===== src/rtl/matrix_pkg.sv =====
// Shared types and address packing for the HUB75 scan engine.
// The pixel word layout matches the matrixsys on-chip RAM exports.
package matrix_pkg;

  typedef enum logic [2:0] {
    StIdle,
    StPrefetch,
    StShift,
    StLatch,
    StDisplay
  } scan_state_e;

  localparam int unsigned ADDR_W = 11;
  localparam int unsigned ROW_W  = 4;
  localparam int unsigned COL_W  = 6;
  localparam int unsigned R_OFF  = 16;
  localparam int unsigned G_OFF  = 8;
  localparam int unsigned B_OFF  = 0;

  function automatic logic [ADDR_W-1:0] pack_addr(input logic             sel,
                                                  input logic [ROW_W-1:0] row,
                                                  input logic [COL_W-1:0] col);
    return {sel, row, col};
  endfunction

endpackage


===== src/rtl/matrix_bcm_timer.sv =====
// Display-time counter for one BCM plane: loads BASE_TICKS<<plane and
// counts down while running; done marks the final display cycle.
module matrix_bcm_timer
  import matrix_pkg::*;
#(
  parameter int unsigned BASE_TICKS = 4,
  parameter int unsigned BCM_BITS   = 8,
  parameter int unsigned PLANE_W    = $clog2(BCM_BITS)
) (
  input  logic               i_clk,
  input  logic               i_rst_n,
  input  logic               i_load,
  input  logic               i_run,
  input  logic [PLANE_W-1:0] i_plane,
  output logic               o_done
);

  localparam int unsigned CNT_W = $clog2(BASE_TICKS) + BCM_BITS;

  logic [CNT_W-1:0] r_cnt;

  // Loaded with width-1 so the count reaches zero on the last on-cycle.
  always_ff @(posedge i_clk or negedge i_rst_n) begin
    if (!i_rst_n) begin
      r_cnt <= '0;
    end else if (i_load) begin
      r_cnt <= (CNT_W'(BASE_TICKS) << i_plane) - CNT_W'(1);
    end else if (i_run && (r_cnt != '0)) begin
      r_cnt <= r_cnt - CNT_W'(1);
    end
  end

  assign o_done = (r_cnt == '0);

endmodule


===== src/rtl/matrix_hub75_scan.sv =====
// HUB75 scan engine: reads both panel halves from the framebuffer RAMs and
// drives a 64x32 panel with binary-coded modulation, buffer chosen per frame.
module matrix_hub75_scan
  import matrix_pkg::*;
#(
  parameter int unsigned COLS       = 64,
  parameter int unsigned ROWS_HALF  = 16,
  parameter int unsigned BCM_BITS   = 8,
  parameter int unsigned BASE_TICKS = 4
) (
  input  logic              clk_clk,
  input  logic              reset_reset_n,
  input  logic              enable,
  input  logic              buf_sel,
  output logic [ADDR_W-1:0] ram1_address,
  output logic [ADDR_W-1:0] ram2_address,
  output logic              ram1_clken,
  output logic              ram2_clken,
  output logic              ram1_chipselect,
  output logic              ram2_chipselect,
  output logic              ram1_write,
  output logic              ram2_write,
  output logic [31:0]       ram1_writedata,
  output logic [31:0]       ram2_writedata,
  output logic [3:0]        ram1_byteenable,
  output logic [3:0]        ram2_byteenable,
  input  logic [31:0]       ram1_readdata,
  input  logic [31:0]       ram2_readdata,
  output logic              panel_r1,
  output logic              panel_g1,
  output logic              panel_b1,
  output logic              panel_r2,
  output logic              panel_g2,
  output logic              panel_b2,
  output logic [3:0]        panel_row,
  output logic              panel_clk,
  output logic              panel_lat,
  output logic              panel_oe_n,
  output logic              frame_start
);

  localparam int unsigned PLANE_W = $clog2(BCM_BITS);

  scan_state_e        r_state;
  logic               r_cur_buf;
  logic [ROW_W-1:0]   r_row;
  logic [PLANE_W-1:0] r_plane;
  logic [COL_W-1:0]   r_col;
  logic               r_phase;
  logic [ADDR_W-1:0]  r_addr;
  logic               r_rd_en;
  logic               r_r1, r_g1, r_b1, r_r2, r_g2, r_b2;
  logic [3:0]         r_panel_row;
  logic               r_pclk;
  logic               r_lat;
  logic               r_oe_n;
  logic               r_frame_start;

  logic [BCM_BITS-1:0] w_r1, w_g1, w_b1, w_r2, w_g2, w_b2;
  logic                w_done;
  logic                w_plane_wrap;
  logic                w_row_wrap;
  logic                w_new_frame;
  logic [PLANE_W-1:0]  w_next_plane;
  logic [ROW_W-1:0]    w_next_row;
  logic                w_next_sel;
  logic                w_unused_hi;

  assign w_r1 = ram1_readdata[R_OFF +: BCM_BITS];
  assign w_g1 = ram1_readdata[G_OFF +: BCM_BITS];
  assign w_b1 = ram1_readdata[B_OFF +: BCM_BITS];
  assign w_r2 = ram2_readdata[R_OFF +: BCM_BITS];
  assign w_g2 = ram2_readdata[G_OFF +: BCM_BITS];
  assign w_b2 = ram2_readdata[B_OFF +: BCM_BITS];
  assign w_unused_hi = ^{ram1_readdata[31:24], ram2_readdata[31:24]};

  assign w_plane_wrap = (r_plane == PLANE_W'(BCM_BITS - 1));
  assign w_row_wrap   = (r_row == ROW_W'(ROWS_HALF - 1));
  assign w_new_frame  = w_plane_wrap && w_row_wrap;
  assign w_next_plane = w_plane_wrap ? '0 : r_plane + PLANE_W'(1);
  assign w_next_row   = !w_plane_wrap ? r_row : (w_row_wrap ? '0 : r_row + ROW_W'(1));
  assign w_next_sel   = w_new_frame ? buf_sel : r_cur_buf;

  matrix_bcm_timer #(
    .BASE_TICKS (BASE_TICKS),
    .BCM_BITS   (BCM_BITS),
    .PLANE_W    (PLANE_W)
  ) u_bcm_timer (
    .i_clk   (clk_clk),
    .i_rst_n (reset_reset_n),
    .i_load  (r_state == StLatch),
    .i_run   (r_state == StDisplay),
    .i_plane (r_plane),
    .o_done  (w_done)
  );

  always_ff @(posedge clk_clk or negedge reset_reset_n) begin
    if (!reset_reset_n) begin
      r_state       <= StIdle;
      r_cur_buf     <= 1'b0;
      r_row         <= '0;
      r_plane       <= '0;
      r_col         <= '0;
      r_phase       <= 1'b0;
      r_addr        <= '0;
      r_rd_en       <= 1'b0;
      r_r1          <= 1'b0;
      r_g1          <= 1'b0;
      r_b1          <= 1'b0;
      r_r2          <= 1'b0;
      r_g2          <= 1'b0;
      r_b2          <= 1'b0;
      r_panel_row   <= '0;
      r_pclk        <= 1'b0;
      r_lat         <= 1'b0;
      r_oe_n        <= 1'b1;
      r_frame_start <= 1'b0;
    end else begin
      r_frame_start <= 1'b0;
      r_lat         <= 1'b0;
      unique case (r_state)
        StIdle: begin
          r_oe_n  <= 1'b1;
          r_rd_en <= 1'b0;
          r_pclk  <= 1'b0;
          if (enable) begin
            r_cur_buf     <= buf_sel;
            r_row         <= '0;
            r_plane       <= '0;
            r_frame_start <= 1'b1;
            r_addr        <= pack_addr(buf_sel, ROW_W'(0), COL_W'(0));
            r_rd_en       <= 1'b1;
            r_state       <= StPrefetch;
          end
        end
        StPrefetch: begin
          r_col   <= '0;
          r_phase <= 1'b0;
          r_pclk  <= 1'b0;
          r_addr  <= pack_addr(r_cur_buf, r_row, COL_W'(1));
          r_state <= StShift;
        end
        StShift: begin
          if (!r_phase) begin
            // readdata holds this column now; bits stay put through clk-high.
            r_r1    <= w_r1[r_plane];
            r_g1    <= w_g1[r_plane];
            r_b1    <= w_b1[r_plane];
            r_r2    <= w_r2[r_plane];
            r_g2    <= w_g2[r_plane];
            r_b2    <= w_b2[r_plane];
            r_pclk  <= 1'b1;
            r_phase <= 1'b1;
          end else begin
            r_pclk  <= 1'b0;
            r_phase <= 1'b0;
            if (r_col == COL_W'(COLS - 1)) begin
              r_rd_en     <= 1'b0;
              r_lat       <= 1'b1;
              r_panel_row <= 4'(r_row);
              r_state     <= StLatch;
            end else begin
              r_col  <= r_col + COL_W'(1);
              r_addr <= pack_addr(r_cur_buf, r_row, r_col + COL_W'(2));
            end
          end
        end
        StLatch: begin
          r_oe_n  <= 1'b0;
          r_state <= StDisplay;
        end
        StDisplay: begin
          if (w_done) begin
            r_oe_n <= 1'b1;
            if (!enable) begin
              r_state <= StIdle;
            end else begin
              r_plane       <= w_next_plane;
              r_row         <= w_next_row;
              r_cur_buf     <= w_next_sel;
              r_frame_start <= w_new_frame;
              r_addr        <= pack_addr(w_next_sel, w_next_row, COL_W'(0));
              r_rd_en       <= 1'b1;
              r_state       <= StPrefetch;
            end
          end
        end
        default: r_state <= StIdle;
      endcase
    end
  end

  assign ram1_address    = r_addr;
  assign ram2_address    = r_addr;
  assign ram1_clken      = r_rd_en;
  assign ram2_clken      = r_rd_en;
  assign ram1_chipselect = r_rd_en;
  assign ram2_chipselect = r_rd_en;
  assign ram1_write      = 1'b0;
  assign ram2_write      = 1'b0;
  assign ram1_writedata  = '0;
  assign ram2_writedata  = '0;
  assign ram1_byteenable = 4'hF;
  assign ram2_byteenable = 4'hF;

  assign panel_r1    = r_r1;
  assign panel_g1    = r_g1;
  assign panel_b1    = r_b1;
  assign panel_r2    = r_r2;
  assign panel_g2    = r_g2;
  assign panel_b2    = r_b2;
  assign panel_row   = r_panel_row;
  assign panel_clk   = r_pclk;
  assign panel_lat   = r_lat;
  assign panel_oe_n  = r_oe_n;
  assign frame_start = r_frame_start;

endmodule


===== config.mk =====
export PLATFORM = sky130hd
export DESIGN_NAME = matrix_hub75_scan
export DESIGN_NICKNAME = d
export VERILOG_FILES = /design/src/rtl/matrix_pkg.sv /design/src/rtl/matrix_bcm_timer.sv /design/src/rtl/matrix_hub75_scan.sv
export SDC_FILE = /design/constraint.sdc
export NUM_CORES = 1
export LEC_CHECK = 0
export ABC_AREA = 1
export CORE_AREA = 3 3 112 87
export CTS_BUF_LIST = sky130_fd_sc_hd__clkbuf_8 sky130_fd_sc_hd__clkbuf_16
export CTS_CLUSTER_DIAMETER = 120
export DETAILED_ROUTE_END_ITERATION = 7
export DIE_AREA = 0 0 115 90
export PLACE_DENSITY = 0.85
export REMOVE_ABC_BUFFERS = 1
export SLEW_MARGIN = 20
export SYNTH_ARGS = -nofsm -noshare
export SYNTH_HDL_FRONTEND = slang
export SYNTH_SLANG_ARGS = --single-unit

===== constraint.sdc =====
create_clock -name clk_clk -period 4.2 [get_ports clk_clk]
set_clock_uncertainty 0.1 [all_clocks]
set_input_delay 0.42 -clock clk_clk [delete_from_list [all_inputs] [get_ports clk_clk]]
set_output_delay 0.42 -clock clk_clk [all_outputs]
set_load 0.01 [all_outputs]

Word-level counts from Yosys, hierarchy flattened
Index checks and enable logic that the tools add are counted.
{ "classes": {"n_addsub": 6, "order_cmp": 1, "n_eq_ne": 13, "n_shift": 1, "mux": 62, "bitwise": 1, "reduce_logical": 21} }
{ "op_table": {"columns": ["cell", "count"], "rows": [
  ["$mux W11", 5],
  ["$pmux W11 S4", 1],
  ["$mux W3", 8],
  ["$mux W1", 23],
  ["$mux W10", 2],
  ["$mux W4", 5],
  ["$sub A10 B1 Y10 const B", 2],
  ["$bmux W1 S3", 6],
  ["$pmux W3 S5", 1],
  ["$mux W6", 2],
  ["$ne A2 B2 Y1 const B", 6],
  ["$pmux W6 S2", 1],
  ["$logic_not A10 Y1", 1],
  ["$reduce_bool A10 Y1", 1],
  ["$shl A3 B3 Y10 const A", 1],
  ["$pmux W1 S2", 4],
  ["$pmux W4 S2", 1],
  ["$reduce_and A4 Y1", 2],
  ["$reduce_bool A2 Y1", 4],
  ["$add A6 B1 Y6 const B", 1],
  ["$add A6 B2 Y6 const B", 1],
  ["$eq A3 B2 Y1 const B", 2],
  ["$eq A3 B3 Y1 const B", 2],
  ["$eq A6 B6 Y1 const B", 1],
  ["17 further kinds", 22]
]} }
{ "word_totals": {"ff_bits": 54, "inputBits": 68, "output_inout_bits": 114} }

Longest topological paths before layout
{ "depth": {"ltp_word": 6, "mapped_depth": 14} }

Hierarchy
A second synthesis with hierarchy kept.
{ "unflattened": {"cells_unflattened": 596, "area_unflattened_um2": 4156.5} }
{ "modules_own_cells": {"columns": ["mod", "instances", "cells_each", "area_per_inst_um2"], "rows": [
  ["matrix_hub75_scan", 1, 468, 3318.2],
  ["matrix_bcm_timer", 1, 128, 838.3]
]} }

Worst setup path before layout
No wires, ideal clock.
{ "synth_timing": {"kind": "flip-flop to flip-flop", "start": "register r_plane[0]", "end": "register u_bcm_timer.r_cnt[9]", "setup_time_ns": 0.117, "arrival_ns": 1.721, "required_time_ns": 3.983, "slack_ns": 2.262, "path_stages_with_launch": 12, "n_path_buf": 1, "path_cell_list": "dfrtp_1 > inv_1 > clkbuf_1 > ha_1 > inv_1 > nor2_1 > o21ai_2 > nand2_1 > nor2_1 > nand3_1 > nand3_1 > nand2_1"} }
{ "synth_between": {"elab_chain_len": 3} }
{ "synth_lines": {"columns": ["element", "line", "rtl"], "rows": [
  ["start, declared", "matrix_hub75_scan.sv:47", "logic [PLANE_W-1:0] r_plane;"],
  ["start signal, assigned", "matrix_hub75_scan.sv:178", "r_plane <= w_next_plane;"],
  ["$shl A3 B3 Y10", "matrix_bcm_timer.sv:27", "r_cnt <= (CNT_W'(BASE_TICKS) << i_plane) - CNT_W'(1);"],
  ["$sub A10 B1 Y10", "matrix_bcm_timer.sv:27", null],
  ["$mux W10", "matrix_bcm_timer.sv:26", "end else if (i_load) begin"],
  ["end signal, assigned", "matrix_bcm_timer.sv:27", null],
  ["end signal, assigned", "matrix_bcm_timer.sv:29", "r_cnt <= r_cnt - CNT_W'(1);"],
  ["end, declared", "matrix_bcm_timer.sv:20", "logic [CNT_W-1:0] r_cnt;"]
]} }
Every way passes these cells.
A chain may end at the register's enable or synchronous reset.

Worst setup path in the final report
{ "layout_timing": {"start": "register r_plane[1]", "end": "register u_bcm_timer.r_cnt[9]"} }
The elaborated chain is that of the path after synthesis.

==> results.toml <==
[timing]
setup_tns_ns = 0
hold_viol = 0
finalSetupViolCount = 0
clock.fmax_ghz = 0.4069
rsz0062_at_grt = "false"
slew_violations = 0
period_share_pct = 58.51
min_period_ns = 2.457
worst_slew_pin_slew_ns = 0.7700
maxSlewHeadroom_pct = 48.52

[grt]
use_met2_pct = 31.12
grt_busiest_layer = "met2"
antenna_found_initial = 0
use_met1_pct = 23.04
grt.total_usage_pct = 17.91
grtUsageMet3_pct = 3.826
grt_pass1_wl_mm = 15.70
grt-ovfl-total = 0
grt_start_max_net_pins = 55
grt_pass1_vias = 3339

[route]
drtAntennaViolNets = 0
wl_per_cell_um = 13.49
vias = 3520
drtIter0Drc = 307
viasPerCell = 5.007
postRouteWirelength_mm = 9.481
drc = 0
drt_pre_antenna_iters = 5

[yosys]
ys_ff_latch = 54
ys.flop_type = "dfrtp_1"
synth_cells = 522
synth.mux.area_fraction_pct = 0
synthTopCellsByArea = "dfrtp_1, buf_4, nand2_1"
async_reset_ff_share_pct = 100.0
synth_compound_area_share_pct = 15.03
syn_area_um2 = 3879
synth.cells.most_frequent = "nand2_1, buf_4, dfrtp_1, nor2_1, o21ai_0"
synth_xor_area_share_pct = 0.6774
synth_top_area_share_pct = 34.19
syn_avg_cell_area_um2 = 7.430
yosysTopAreaCell = "dfrtp_1"
ys_warn_count = 0
yosysSeqAreaShare_pct = 34.87
yosysMostFrequentCell = "nand2_1"
synth-simple-area-share_pct = 22.97
yosysUniqueCellTypes = 37
synth-edff-count = 0
synth_top_family_by_area = "buffers and inverters"
synth_adder_area_share_pct = 3.226

[floorplan]
die-width_um = 115
start_util_pct = 45.30
num_rows = 29
ios = 182
dieArea_um2 = 10350
die_y_um = 90
core_um2 = 8563

[clocking]
postCtsResizedCells = 0
cts.path.max_buffers = 2
cts-hold-fix-buffers = 0
clock_latency_ns = 0.29
cts_made_buffers = 5
clk_pin_slew_ns = 0.07
cts_setup_buffers = 0
cts.sinks = 54
h-tree-depth = 2
clk_root_buffer_cell = "clkbuf_16"
cts_tree = "yes"

[worst_setup_path]
worst-path-buf-inv = 2
critPathLaunchType = "flip-flop"
critPathCaptureType = "flip-flop"
required_ns = 4.27
critPathKind = "flip-flop to flip-flop"
crit_path_top_delay_cell = "dfrtp_1"
crit_arrival_ns = 2.53
path_max_fanout = 16
cp_cell_sequence = "inv_1 -> ha_1 -> inv_1 -> nor2_1 -> o21ai_2 -> nand2_1 -> nor2_1 -> nand3_1 -> nand3_1 -> nand2_1"
slowest_delay_ns = 0.67
cp_top_family = "flip-flops"

[final_layout]
post_route_cells_drive_above_1_share_pct = 6.218
num-nets-final = 672
fin_cells = 703
diodes = 0
syn_to_final_growth_pct = 19.42

[min_path]
hold_path_class = "input pin to async pin"

[placed_design]
hpwl_mm = 7.178
gp_congestion = 0.8409
io_buffers = 91
dp.cells = 695

[power_and_ir_drop]
peakVddDrop_uv = 234.9
power_density_nw_per_um2 = 562.0
p_leak_nw = 2.159

[status]
status = "finished clean"

[job]
maxCapViolCount = 0
## kinds of logic after synthesis
family,after synthesis
compound gates,102
xor+xnor,3
fa+ha+maj,10
buf+inv,145
flops,54
other cells,2
simple gates,206
## path summary, 6_finish.rpt
check,start,cells after the start,to,slack [ns]
setup / recovery,r_plane[1],10,u_bcm_timer.r_cnt[9],1.74
hold / removal,reset_reset_n,2,ram1_address[1],0.15
max in group asynchronous,reset_reset_n,2,u_bcm_timer.r_cnt[0],3.40
min in group clk_clk,panel_row[2],2,panel_row[2],0.38
hold reg to reg,panel_row[2],2,panel_row[2],0.38
setup reg to reg,r_plane[1],10,u_bcm_timer.r_cnt[9],1.74
## registers in the layout (all words and copies together), names as in the netlist, 3 cells and up
register           flops
r_col                  6
r_state                3
r_plane                3
panel_row              4
r_row                  4
ram1_address          11
u_bcm_timer.r_cnt     10
## cells in the final DEF, fill, tap and decap left out, drive strengths merged
| master | netlist | final |
|---|---|---|
| nor3 | 2 | 2 |
| nand2 | 108 | 108 |
| ha | 10 | 10 |
| nand4 | 3 | 3 |
| o22ai | 4 | 4 |
| a31oi | 1 | 1 |
| nor2 | 63 | 63 |
| o21ai | 67 | 67 |
| and3 | 1 | 1 |
| clkdlybuf4s50 | 0 | 90 |
| dfrtp | 53 | 53 |
| a21oi | 11 | 11 |
| clkinvlp | 0 | 1 |
| o221ai | 9 | 9 |
| clkbuf | 6 | 6 |
| or2 | 3 | 3 |
| nand3 | 26 | 26 |
| o211ai | 3 | 3 |
| a211oi | 1 | 1 |
| buf | 94 | 3 |
| clkinv | 1 | 2 |
| dfstp | 1 | 1 |
| inv | 44 | 44 |
| xor2 | 1 | 1 |
| conb | 2 | 74 |
| o21a | 1 | 1 |
| xnor2 | 2 | 2 |
| o31ai | 5 | 5 |
## stage by stage
stage	total power [mW]	utilization (%)	hold slack (ns)	instance area, um^2	worst slack [ns]
5_1_grt	2.827	54.09	0.2177	4632	1.478
2_1_floorplan	1.661	-	0.02441	3425	1.863
3_3_place_gp	2.110	52.32	0.3636	4481	1.832
3_5_place_dp	2.177	52.32	0.3629	4481	1.732
4_1_cts	2.604	54.09	0.1765	4632	1.747
6_report	2.603	54.09	0.1513	4632	1.743
## layer usage
metal,share of wire [%],vias to the layer above
met4,0.86,0
met3,8.2,12
met1,41,1653
met2,50,171
met5,0,-
li1,-,1684
## where the power goes
group          internal [mW]  switching (mW)  total, mW  leakage [nW]
sequential             0.676           0.126      0.802         0.709
clock                  0.236           0.175      0.411        0.0729
combinational          0.512           0.879       1.39          1.38
total                   1.42            1.18       2.60          2.16
## cell type report
type                    count  area (um^2)
clock buffers               6        138.9
repair buffers             93        920.9
clock inverters             2        12.51
inverters                  45        168.9
well taps                 108        135.1
fillers                   760         3931
multi-input cells         395         1903
flip-flops and latches     54         1353
Power figures use the tool's default switching activity.
